File: config.mk
export PLATFORM = sky130hd
export DESIGN_NAME = zacore_fetch_queue
export DESIGN_NICKNAME = d
export VERILOG_FILES = /design/src/rtl/zacore_fetch_queue.sv
export SDC_FILE = /design/constraint.sdc
export NUM_CORES = 1
export LEC_CHECK = 0
export BUFFER_PORTS_ARGS = -buffer_cell sky130_fd_sc_hd__buf_2
export CAP_MARGIN = 20
export CORE_MARGIN = 3
export CORE_UTILIZATION = 35
export DETAILED_ROUTE_END_ITERATION = 10
export PLACE_DENSITY = 0.55
export SYNTH_ARGS = -nofsm -noshare
export SYNTH_HDL_FRONTEND = slang
export SYNTH_SLANG_ARGS = --single-unit
File: constraint.sdc
create_clock -name i_clk -period 5.9 [get_ports i_clk]
set_clock_uncertainty 0.15 [all_clocks]
set_input_delay 0.59 -clock i_clk [delete_from_list [all_inputs] [get_ports i_clk]]
set_output_delay 0.59 -clock i_clk [all_outputs]
set_load 0.05 [all_outputs]
File: src/rtl/zacore_fetch_queue.sv
// Sequential instruction fetch with a small {pc, inst} FIFO ahead of decode.
// Supports execute redirect and replay-from-oldest invalidate.
module zacore_fetch_queue #(
    parameter logic [31:0] RESET_PC    = 32'h0000_0000,
    parameter int unsigned QUEUE_DEPTH = 4
) (
    input  logic                               i_clk,
    input  logic                               i_rst,
    output logic                               o_fetch_req,
    input  logic                               i_fetch_ack,
    output logic [31:0]                        o_fetch_addr,
    input  logic [31:0]                        i_inst_read,
    output logic                               o_valid,
    output logic [31:0]                        o_inst,
    output logic [31:0]                        o_pc,
    input  logic                               i_decode_ready,
    input  logic                               i_redirect_valid,
    input  logic [31:0]                        i_redirect_pc,
    input  logic                               i_invalidate,
    output logic [$clog2(QUEUE_DEPTH+1)-1:0]   o_queue_count
);

    localparam int unsigned PTR_W = $clog2(QUEUE_DEPTH);
    localparam int unsigned CNT_W = $clog2(QUEUE_DEPTH + 1);
    localparam logic [CNT_W-1:0] DEPTH_CNT = CNT_W'(QUEUE_DEPTH);

    logic [31:0]      fetch_pc_q, fetch_pc_d;
    logic [CNT_W-1:0] count_q, count_d;
    logic [PTR_W-1:0] rd_ptr_q, rd_ptr_d;
    logic [PTR_W-1:0] wr_ptr_q, wr_ptr_d;

    logic [31:0] pc_mem   [QUEUE_DEPTH];
    logic [31:0] inst_mem [QUEUE_DEPTH];

    logic fetch_req;
    logic head_valid;
    logic flush;
    logic push;
    logic pop;

    // Low address bits of the redirect target are discarded by design.
    logic unused_redirect_lsb;
    assign unused_redirect_lsb = ^i_redirect_pc[1:0];

    assign fetch_req  = ~i_rst & (count_q < DEPTH_CNT);
    assign head_valid = ~i_rst & (count_q != '0);
    assign flush      = i_redirect_valid | i_invalidate;
    assign push       = fetch_req & i_fetch_ack & ~flush;
    assign pop        = head_valid & i_decode_ready & ~flush;

    always_comb begin
        fetch_pc_d = fetch_pc_q;
        count_d    = count_q;
        rd_ptr_d   = rd_ptr_q;
        wr_ptr_d   = wr_ptr_q;

        if (i_redirect_valid) begin
            count_d    = '0;
            rd_ptr_d   = '0;
            wr_ptr_d   = '0;
            fetch_pc_d = {i_redirect_pc[31:2], 2'b00};
        end else if (i_invalidate) begin
            count_d  = '0;
            rd_ptr_d = '0;
            wr_ptr_d = '0;
            // Replay from the oldest entry decode has not yet consumed.
            if (count_q != '0) begin
                fetch_pc_d = pc_mem[rd_ptr_q];
            end
        end else begin
            if (push) begin
                wr_ptr_d   = wr_ptr_q + 1'b1;
                fetch_pc_d = fetch_pc_q + 32'd4;
            end
            if (pop) begin
                rd_ptr_d = rd_ptr_q + 1'b1;
            end
            case ({push, pop})
                2'b10:   count_d = count_q + 1'b1;
                2'b01:   count_d = count_q - 1'b1;
                default: count_d = count_q;
            endcase
        end
    end

    always_ff @(posedge i_clk) begin
        if (i_rst) begin
            fetch_pc_q <= RESET_PC;
            count_q    <= '0;
            rd_ptr_q   <= '0;
            wr_ptr_q   <= '0;
        end else begin
            fetch_pc_q <= fetch_pc_d;
            count_q    <= count_d;
            rd_ptr_q   <= rd_ptr_d;
            wr_ptr_q   <= wr_ptr_d;
        end
    end

    // Storage needs no reset; occupancy gates every read.
    always_ff @(posedge i_clk) begin
        if (push) begin
            pc_mem[wr_ptr_q]   <= fetch_pc_q;
            inst_mem[wr_ptr_q] <= i_inst_read;
        end
    end

    assign o_fetch_req   = fetch_req;
    assign o_fetch_addr  = i_rst ? RESET_PC : fetch_pc_q;
    assign o_valid       = head_valid;
    assign o_inst        = inst_mem[rd_ptr_q];
    assign o_pc          = pc_mem[rd_ptr_q];
    assign o_queue_count = i_rst ? '0 : count_q;

endmodule

Word level (Yosys, flattened, before mapping)
Memory sizes are Yosys's and may differ from the RTL's. A register that Yosys moved wholly into a read port is not among the register bits.
Index checks and enable logic that the tools add are counted.
{"block": "classes", "reduce_logical": 8, "n_mux": 13, "n_lt_le_gt_ge": 1, "n_eq_ne": 4, "bitwise": 9, "n_addsub": 5}
{"op": "$mux W32", "count": 5}
{"op": "$add A32 B3 Y32 const B", "count": 1}
{"op": "$mux W2", "count": 4}
{"op": "$and A1 B1 Y1", "count": 6}
{"op": "$pmux W3 S2", "count": 1}
{"op": "$reduce_bool A3 Y1", "count": 2}
{"op": "$add A2 B1 Y2 const B", "count": 2}
{"op": "$reduce_and A2 Y1", "count": 2}
{"op": "$reduce_bool A2 Y1", "count": 2}
{"op": "$add A3 B1 Y3 const B", "count": 1}
{"op": "$lt A3 B3 Y1 const B", "count": 1}
{"op": "$mux W3", "count": 1}
{"op": "$ne A3 B2 Y1 const B", "count": 1}
{"op": "$reduce_or A3 Y1", "count": 1}
{"op": "$sub A3 B1 Y3 const B", "count": 1}
{"op": "$eq A2 B1 Y1 const B", "count": 1}
{"op": "$eq A2 B2 Y1 const B", "count": 1}
{"op": "$mux W1", "count": 2}
{"op": "$ne A2 B1 Y1 const B", "count": 1}
{"op": "$not A1 Y1", "count": 2}
{"op": "$reduce_or A2 Y1", "count": 1}
{"op": "$or A1 B1 Y1", "count": 1}
{"block": "word_totals", "input_bits": 70, "mem_bits_rw": 256, "ff_bits": 39, "n_memories": 2}
{"memory": "inst_mem", "words": 4, "word_bits": 32, "read_ports": 1, "rd_clocked_by_memory_dff": 1, "write_ports": 1, "line": "33", "text": "logic [31:0] inst_mem [QUEUE_DEPTH];"}
{"memory": "pc_mem", "words": 4, "word_bits": 32, "read_ports": 1, "rd_clocked_by_memory_dff": 1, "write_ports": 1, "line": "32", "text": "logic [31:0] pc_mem [QUEUE_DEPTH];"}

Longest topological paths before layout
Gate-level depths: netlist of run 1.
{"block": "logic_depth", "ltp_word": 7, "ltp_mapped": 10, "mapped_depth_nobuf": 9}

Least setup slack after synthesis of run 1
No wires, ideal clock.
{"block": "synth_timing", "path_kind": "input to register", "startpoint": "in i_redirect_valid", "endpoint": "mem inst_mem[0][0], enable pin", "n_path_buf": 1, "arrival_time_ns": 2.869, "stages": 4, "required_ns": 5.321, "setup_slack_ns": 2.453, "cell_sequence": "or2_2 clkbuf_1 nor2_1 and2_1"}
{"block": "synth_via", "elab_chain_len": 5}
{"item": "start: declaration", "line": "17", "text": "input logic i_redirect_valid,"}
{"item": "$or A1 B1 Y1", "line": "47", "text": "assign flush = i_redirect_valid | i_invalidate;"}
{"item": "$not A1 Y1", "line": "48", "text": "assign push = fetch_req & i_fetch_ack & ~flush;"}
{"item": "$and A1 B1 Y1", "line": "48"}
{"item": "$mux W1", "line": "102", "text": "if (push) begin"}
{"item": "$mux W1 (implied by the code)", "line": "104", "text": "inst_mem[wr_ptr_q] <= i_inst_read;"}
{"item": "end: declaration", "line": "33"}
Every way passes these cells.

==> results of run 1 <==
## placed cells by master, fill, tap and decap left out, types with 3 or more instances in the layout
master / n
a211oi_1: 10
a21o_1: 6
a21oi_1: 29
a22oi_1: 9
a31oi_1: 8
a32o_1: 3
a41oi_1: 4
and2_4: 4
and3_1: 3
buf_2: 168
buf_4: 10
bufinv_16: 4
clkbuf_1: 9
clkbuf_16: 37
clkinv_1: 6
dfxtp_1: 39
edfxtp_1: 256
ha_1: 6
inv_1: 13
mux2i_1: 3
mux4_2: 64
nand2_1: 13
nand2b_1: 3
nand3_1: 14
nand4_1: 4
nor2_1: 45
nor2b_1: 31
nor3_1: 12
o211ai_1: 3
o21ai_0: 30
o31a_1: 3
o31ai_1: 4
or3_1: 3
xnor2_1: 3
xor2_1: 4
## per-layer routing
layer | routed length (um) | up-vias
met5 | 0 | -
met4 | 795 | 0
met3 | 1660 | 54
met2 | 14200 | 207
met1 | 13800 | 3676
li1 | - | 3235
## worst min-delay path by stage
stage	cells past startpoint	start	slack [ns]	endpoint
CTS	1	i_inst_read[20]	0.13	inst_mem[0][20]
global route	1	i_inst_read[23]	0.14	inst_mem[2][23]
global placement	2	wr_ptr_q[1]	0.34	wr_ptr_q[1]
finish	1	i_inst_read[20]	0.15	inst_mem[0][20]
floorplan	0	fetch_pc_q[16]	0.30	pc_mem[0][16]
detailed placement	2	wr_ptr_q[1]	0.35	wr_ptr_q[1]
## cell families (layout without fill, tap and decap cells)
kind of cell,Yosys count,count (layout)
flip-flops,297,297
AND/OR/NAND/NOR,149,149
AO/OA/AOI/OAI,132,132
multiplexers,67,67
buffers and inverters,52,254
adder cells (fa/ha/maj),7,7
XOR/XNOR,7,7
## where the power goes
group          internal (mW)  switching (mW)  leakage (nW)
clock                   1.35           0.825         0.567
combinational         0.0740           0.166          1.69
sequential              2.31          0.0432          2.68
## flip-flops by register name, summed over array words and instances (netlist names), named ones only
name        cells
wr_ptr_q        2
inst_mem      128
rd_ptr_q        2
fetch_pc_q     30
pc_mem        128
count_q         3
## stage by stage
| stage | instance area (um2) | setup WS (ns) |
|---|---|---|
| 5_1_grt | 14500 | 1.95 |
| 3_5_place_dp | 13400 | 2.15 |
| 6_report | 14500 | 2.18 |
| 4_1_cts | 14500 | 2.06 |
| 2_1_floorplan | 12000 | 2.45 |
| 3_3_place_gp | 13400 | 2.18 |
## final cells by class
type	count	area, um2	share of cell area (%)
Multi-Input combinational cell	362	3320	22.9
Timing Repair Buffer	178	916	6.30
Clock inverter	15	179	1.23
Inverter	13	48.8	0.336
Clock buffer	48	987	6.79
Sequential cell	297	8520	58.6
Tap cell	448	561	3.86
## cells in the mapped netlist, types with 3 or more instances
library cell / number
o21ai_0: 30
nand2_1: 13
a31oi_1: 8
nand2b_1: 3
a41oi_1: 4
xnor2_1: 3
a21o_1: 6
o211ai_1: 3
mux2i_1: 3
o31a_1: 3
clkbuf_1: 28
dfxtp_1: 41
mux4_2: 64
edfxtp_1: 256
buf_2: 7
nand3_1: 14
ha_1: 6
a32o_1: 3
a22oi_1: 9
nand4_1: 4
a21oi_1: 29
and3_1: 3
buf_1: 4
o31ai_1: 4
nor2_1: 45
nor2b_1: 31
inv_1: 13
or3_1: 3
nor3_1: 12
a211oi_1: 10
and2_1: 6
xor2_1: 4
## critical path: cells and delay by family, from the launching register on
| family | cells | cell delay (ns) |
|---|---|---|
| DFF | 1 | 0.94 |
| buffers and inverters | 2 | 0.85 |
| muxes | 1 | 0.64 |
==> summary.txt, run 1 <==
Outcome
  – Run status: complete, no violations

Yosys
  – Largest family of logic cells by synthesized area: multiplexers
  – Complex-gate fraction of the synthesized area: 7.31%
  – Synth cell types: 58
  – Synth top area cells: edfxtp_1 64%, mux4_2 12%, dfxtp_1 6.8%
  – Synth Area in XOR/XNOR: 0.510%
  – Ys async rst share: 0%
  – Seq cells post-synth: 297
  – Post-Syn Nets: 788
  – Synth Cell Area: 0.0120 mm2
  – Adder-cell share of the synthesized area: 0.791%
  – Top cell type's share of synthesized area: 63.9%
  – Syn avg cell area: 16.9 um2
  – Number of synthesized flops with an enable pin: 256
  – Synth Instances: 711
  – Sequential share of the synthesized area: 70.8%
  – Area leader, netlist: edfxtp_1
  – Top FF cell, synth: edfxtp_1
  – Yosys warning count: 0
  – Post-Synth Simple-Gate Area: 6.70%
  – Post-synthesis mux area share: 12.2%

Setup path
  – Crit path max fanout: 38
  – CP cell instances: buf_4, mux4_2, buf_2
  – Reg-to-reg endpoint: fetch_pc_q[5]
  – Startpoint type of the worst setup path: flop
  – R2R Setup Slk: 2.93 ns
  – CP endpoint: o_pc[5]
  – CP Data Arrival Time: 2.98 ns
  – Req. time, crit path: 5.16 ns
  – Kind of critical path: reg2out
  – R2R depth: 6
  – Critical Path End Type: primary output
  – Critical path's slowest cell: dfxtp_4
  – Crit path largest cell delay: 0.94 ns

Pwr
  – Peak VDD IR: 0.164 mV
  – Leak Pwr: 4.94 nW
  – Overall power: 4.76 mW
  – PD cells: 328 mW/mm2

GRT
  – Initial antenna violation count: 0
  – Number of global-route vias before repair: 7176
  – Met2 Use GR: 25.9%
  – Grt peak-use layer: met2
  – GRT Residual Overflow: 0
  – Largest net degree at the start of global routing: 65
  – All-Layer GR Usage: 16.4%
  – Met1 usage in global routing: 23.4%
  – First-pass GRT wire length: 45000 um
  – Grt met3 use: 2.71%

Floorplan
  – Io pins: 171
  – Initial Utilization: 35.7%
  – Die ar.: 0.0366 mm2
  – Core outline area: 0.0337 mm2
  – Die Ht: 191 um
  – Die Wd: 191 um
  – Row Count: 67

Layout
  – Post-layout util: 43.1%
  – Layout area overhead: 20.8%
  – Fill cells: 3128
  – Diode count: 0
  – Nets: 964
  – Finished Layout Cells: 1361
  – Layout cells sized above 1: 33.6%

Drt
  – WL per Instance: 22.4 um
  – Initial DRC count: 451
  – Final ANT Viol Nets: 0
  – Vias: 7172
  – Remaining DRCs: 0
  – Drt first pass iters: 5
  – Routed wire length: 30500 um
  – Vias/cell: 5.27

CTS
  – CTS Buf Count: 35
  – TritonCTS clock tree: yes
  – Clk_lat worst skew: 0.51 ns
  – Clock Tree Root: clkbuf_16
  – Max H-tree Level: 2
  – Reg clk slew, reported paths: 0.06 ns
  – CTS Buffer Depth: 3
  – Post-CTS Setup Inserts: 0
  – Hold-fix buffers at CTS: 0
  – Cts repair resizes: 0
  – CTS sink count: 297

Timing
  – Fin crit share: 63.0%
  – RSZ-0062 raised after global routing: no
  – Max-slew violations: 0
  – Worst hold slack: 0.151 ns
  – Final hold viol count: 0
  – Setup TNS: 0 ns
  – Achievable frequency: 0.269 GHz
  – Measured slew at the worst slew-check pin: 1.11 ns
  – Crit path time final: 3.72 ns
  – Relative slew slack: 25.1%
  – # setup viols final: 0

Place
  – Post-DP HPWL: 18400 um
  – Dpl cells: 1298
  – I/O Buffers: 168
  – Final RePlAce weighted congestion: 0.768

Flow run
  – Max_cap viols: 0

Min path
  – Worst min path class: in2reg
No activity file was read; power rests on OpenSTA's default activity.
==> inputs of run 2 (changes only) <==
- ABC_AREA: not set -> 1
- clock period: 5.9 -> 3.5 ns (I/O delays scaled with it)
==> run 2 against run 1 <==
Compared with the run above: global-route usage grew 1.2 points; die area is 5.4% higher; final cell count grew 42%; worst hold slack got worse by 0.14 ns; clock-buffer cell count is the same; clock power is 61% higher; first-iteration DRC count grew 2.7%; critical endpoint is now o_pc[15]; highest routed layer unchanged.
==> summary.txt, run 2 <==
Outcome
  – Run status: complete, no violations

Yosys
  – Synth cell types: 35
  – Sequential share of the synthesized area: 67.0%
  – Synth cell count leaders: 256 x edfxtp_1, 255 x nand2_1, 189 x nor2_1
  – Ys async rst share: 0%
  – Number of synthesized flops with an enable pin: 256
  – Top FF cell, synth: edfxtp_1
  – Synth Cell Area: 0.0127 mm2
  – Post-Syn Nets: 1312
  – Synth top area cells: edfxtp_1 61%, nand2_1 7.5%, dfxtp_1 6.5%
  – Synth Instances: 1235
  – Seq cells post-synth: 297
  – Area leader, netlist: edfxtp_1
  – Syn avg cell area: 10.3 um2
  – Top cell type's share of synthesized area: 60.5%
  – Yosys warning count: 0
  – Top-count cell post-synth: edfxtp_1

Setup path
  – R2R Setup Slk: 1.29 ns
  – Reg-to-reg endpoint: fetch_pc_q[22]
  – Critical Path End Type: primary output
  – R2r startpoint: fetch_pc_q[2]
  – Crit path max fanout: 144
  – R2R depth: 9
  – Kind of critical path: reg2out
  – CP endpoint: o_pc[15]
  – CP cell instances: buf_12, o21ai_0, o22ai_1, buf_2
  – Critical path's slowest cell: buf_12
  – Startpoint type of the worst setup path: flop
  – Crit path largest cell delay: 0.38 ns
  – CP Data Arrival Time: 2.39 ns
  – Req. time, crit path: 3.00 ns

Drt
  – Drt first pass iters: 5
  – Initial DRC count: 463
  – WL per Instance: 17.8 um
  – Final ANT Viol Nets: 0
  – Vias: 9408
  – Vias/cell: 4.87
  – Routed wire length: 34300 um
  – Remaining DRCs: 0

Floorplan
  – Core outline area: 0.0357 mm2
  – Die Ht: 196 um
  – Row Count: 69
  – Initial Utilization: 35.6%
  – Die ar.: 0.0386 mm2
  – Io pins: 171
  – Die Wd: 196 um

CTS
  – Max H-tree Level: 2
  – TritonCTS clock tree: yes
  – Cts repair resizes: 0
  – Clock Tree Root: clkbuf_16
  – Clk_lat worst skew: 0.51 ns
  – CTS Buffer Depth: 3
  – CTS sink count: 297
  – CTS Buf Count: 35
  – Reg clk slew, reported paths: 0.06 ns

Pwr
  – Flop pwr share: 49.8%
  – PD cells: 512 mW/mm2
  – Psw: 1.85 mW
  – Internal Power: 6.18 mW
  – Combinational Power Share: 6.6%
  – Sw Ratio: 23.1%
  – Clock share of power: 43.6%
  – Peak VDD IR: 0.270 mV
  – Leak Pwr: 5.99 nW

GRT
  – GRT Residual Overflow: 0
  – All-Layer GR Usage: 17.6%
  – Number of global-route vias before repair: 9249
  – Largest net degree at the start of global routing: 145
  – Initial antenna violation count: 0
  – First-pass GRT wire length: 53200 um

Timing
  – Max-slew violations: 0
  – Crit path time final: 2.89 ns
  – Final hold viol count: 0
  – # setup viols final: 0
  – Post-route worst setup slack: 0.609 ns
  – Fin crit share: 82.6%
  – Relative slew slack: 44.6%
  – Measured slew at the worst slew-check pin: 0.829 ns
  – Achievable frequency: 0.346 GHz
  – RSZ-0062 raised after global routing: no

Place
  – Worst slack, placed: 0.942 ns
  – Dpl cells: 1825
  – Final RePlAce weighted congestion: 0.842
  – Post-DP HPWL: 21100 um
  – I/O Buffers: 168

Flow run
  – Max_cap viols: 0

Layout
  – Regs by FF count: inst_mem x128, pc_mem x128, fetch_pc_q x30
  – Most common cell after layout, fill and taps aside: edfxtp_1
  – Diode count: 0
  – Fill cells: 3402
  – Layout area overhead: 23.5%
  – Layout cells sized above 1: 17.6%
  – Post-layout util: 44.0%
  – Commonest cells after routing, fill and taps aside: 256 x edfxtp_1, 255 x nand2_1, 185 x nor2_1, 168 x buf_2, 105 x inv_1
  – Nets: 1519
  – Finished Layout Cells: 1930

Min path
  – Worst min path class: in2reg
-- run 2: cell types whose count changed after synthesis, sizes merged, moves of 9 or more --
cell	change
nor3	-11
clkbuf	+10
o21ai	+77
mux4	-64
nand3	+54
a21oi	+36
nand2	+244
nor2	+148
nor2b	-31
buf	+9
o22ai	+40
inv	+96
-- run 2: logic make-up after synthesis --
family	Yosys count	synth area share, %
AND/OR/NAND/NOR	531	17.0
AO/OA/AOI/OAI	232	9.91
buffers and inverters	168	5.37
flip-flops	297	67.0
adder cells (fa/ha/maj)	7	0.749
-- run 2: timing repair --
action                     in CTS  in global routing
hold endpoints to repair      137                  0
setup buffers                   0                  0
hold buffers                   41                  0
setup endpoints to repair       0                  0
-- run 2: worst max-delay path, delay by kind of cell, from the launching register on --
kind	cells	cell delay [ns]
AOI/OAI and AO/OA	2	0.55
DFF	1	0.36
buffers and inverters	2	0.75
-- run 2: worst min-delay path by stage --
| stage | startpoint | cells past startpoint | end |
|---|---|---|---|
| CTS | i_redirect_pc[25] | 3 | fetch_pc_q[25] |
| global placement | count_q[0] | 2 | count_q[0] |
| detailed placement | count_q[0] | 2 | count_q[0] |
| finish | i_redirect_pc[25] | 3 | fetch_pc_q[25] |
| floorplan | i_inst_read[0] | 0 | inst_mem[0][0] |
| global route | i_redirect_pc[2] | 3 | fetch_pc_q[2] |
-- run 2: through the flow --
stage               area [um2]  hold WS (ns)  power [mW]  setup TNS, ns
floorplan                12700         0.299        4.38         -79.00
global placement         14100         0.314        4.56              0
detailed placement       14100         0.329        4.57              0
CTS                      15700       0.00280        8.13              0
global route             15700        0.0441        8.32              0
finish                   15700        0.0102        8.04              0
-- run 2: final cells by class --
type	count	area [um2]	share of cell area, %
clock inverters	16	128	0.814
well taps	461	577	3.68
inverters	110	417	2.66
repair buffers	228	1510	9.61
multi-input cells	770	3540	22.5
clock buffers	48	1010	6.41
flip-flops and latches	297	8510	54.3
-- run 2: power groups by stage --
stage          logic (mW)  registers (mW)  clock network [mW]
6_report            0.533            4.00                3.50
5_1_grt             0.584            4.01                3.72
4_1_cts             0.537            4.00                3.59
3_5_place_dp        0.498            4.08                   0
3_3_place_gp        0.493            4.07                   0
2_1_floorplan       0.335            4.05                   0
-- run 2: layer usage --
metal	part of all wire [%]	wire, um	global-route usage (%)	vias to the layer above
met3	6.4	2200	3.21	49
met1	43	14900	23.2	4431
met5	0	0	0	-
met2	48	16500	30.3	276
met4	2.1	712	4.46	0
li1	-	-	-	4652
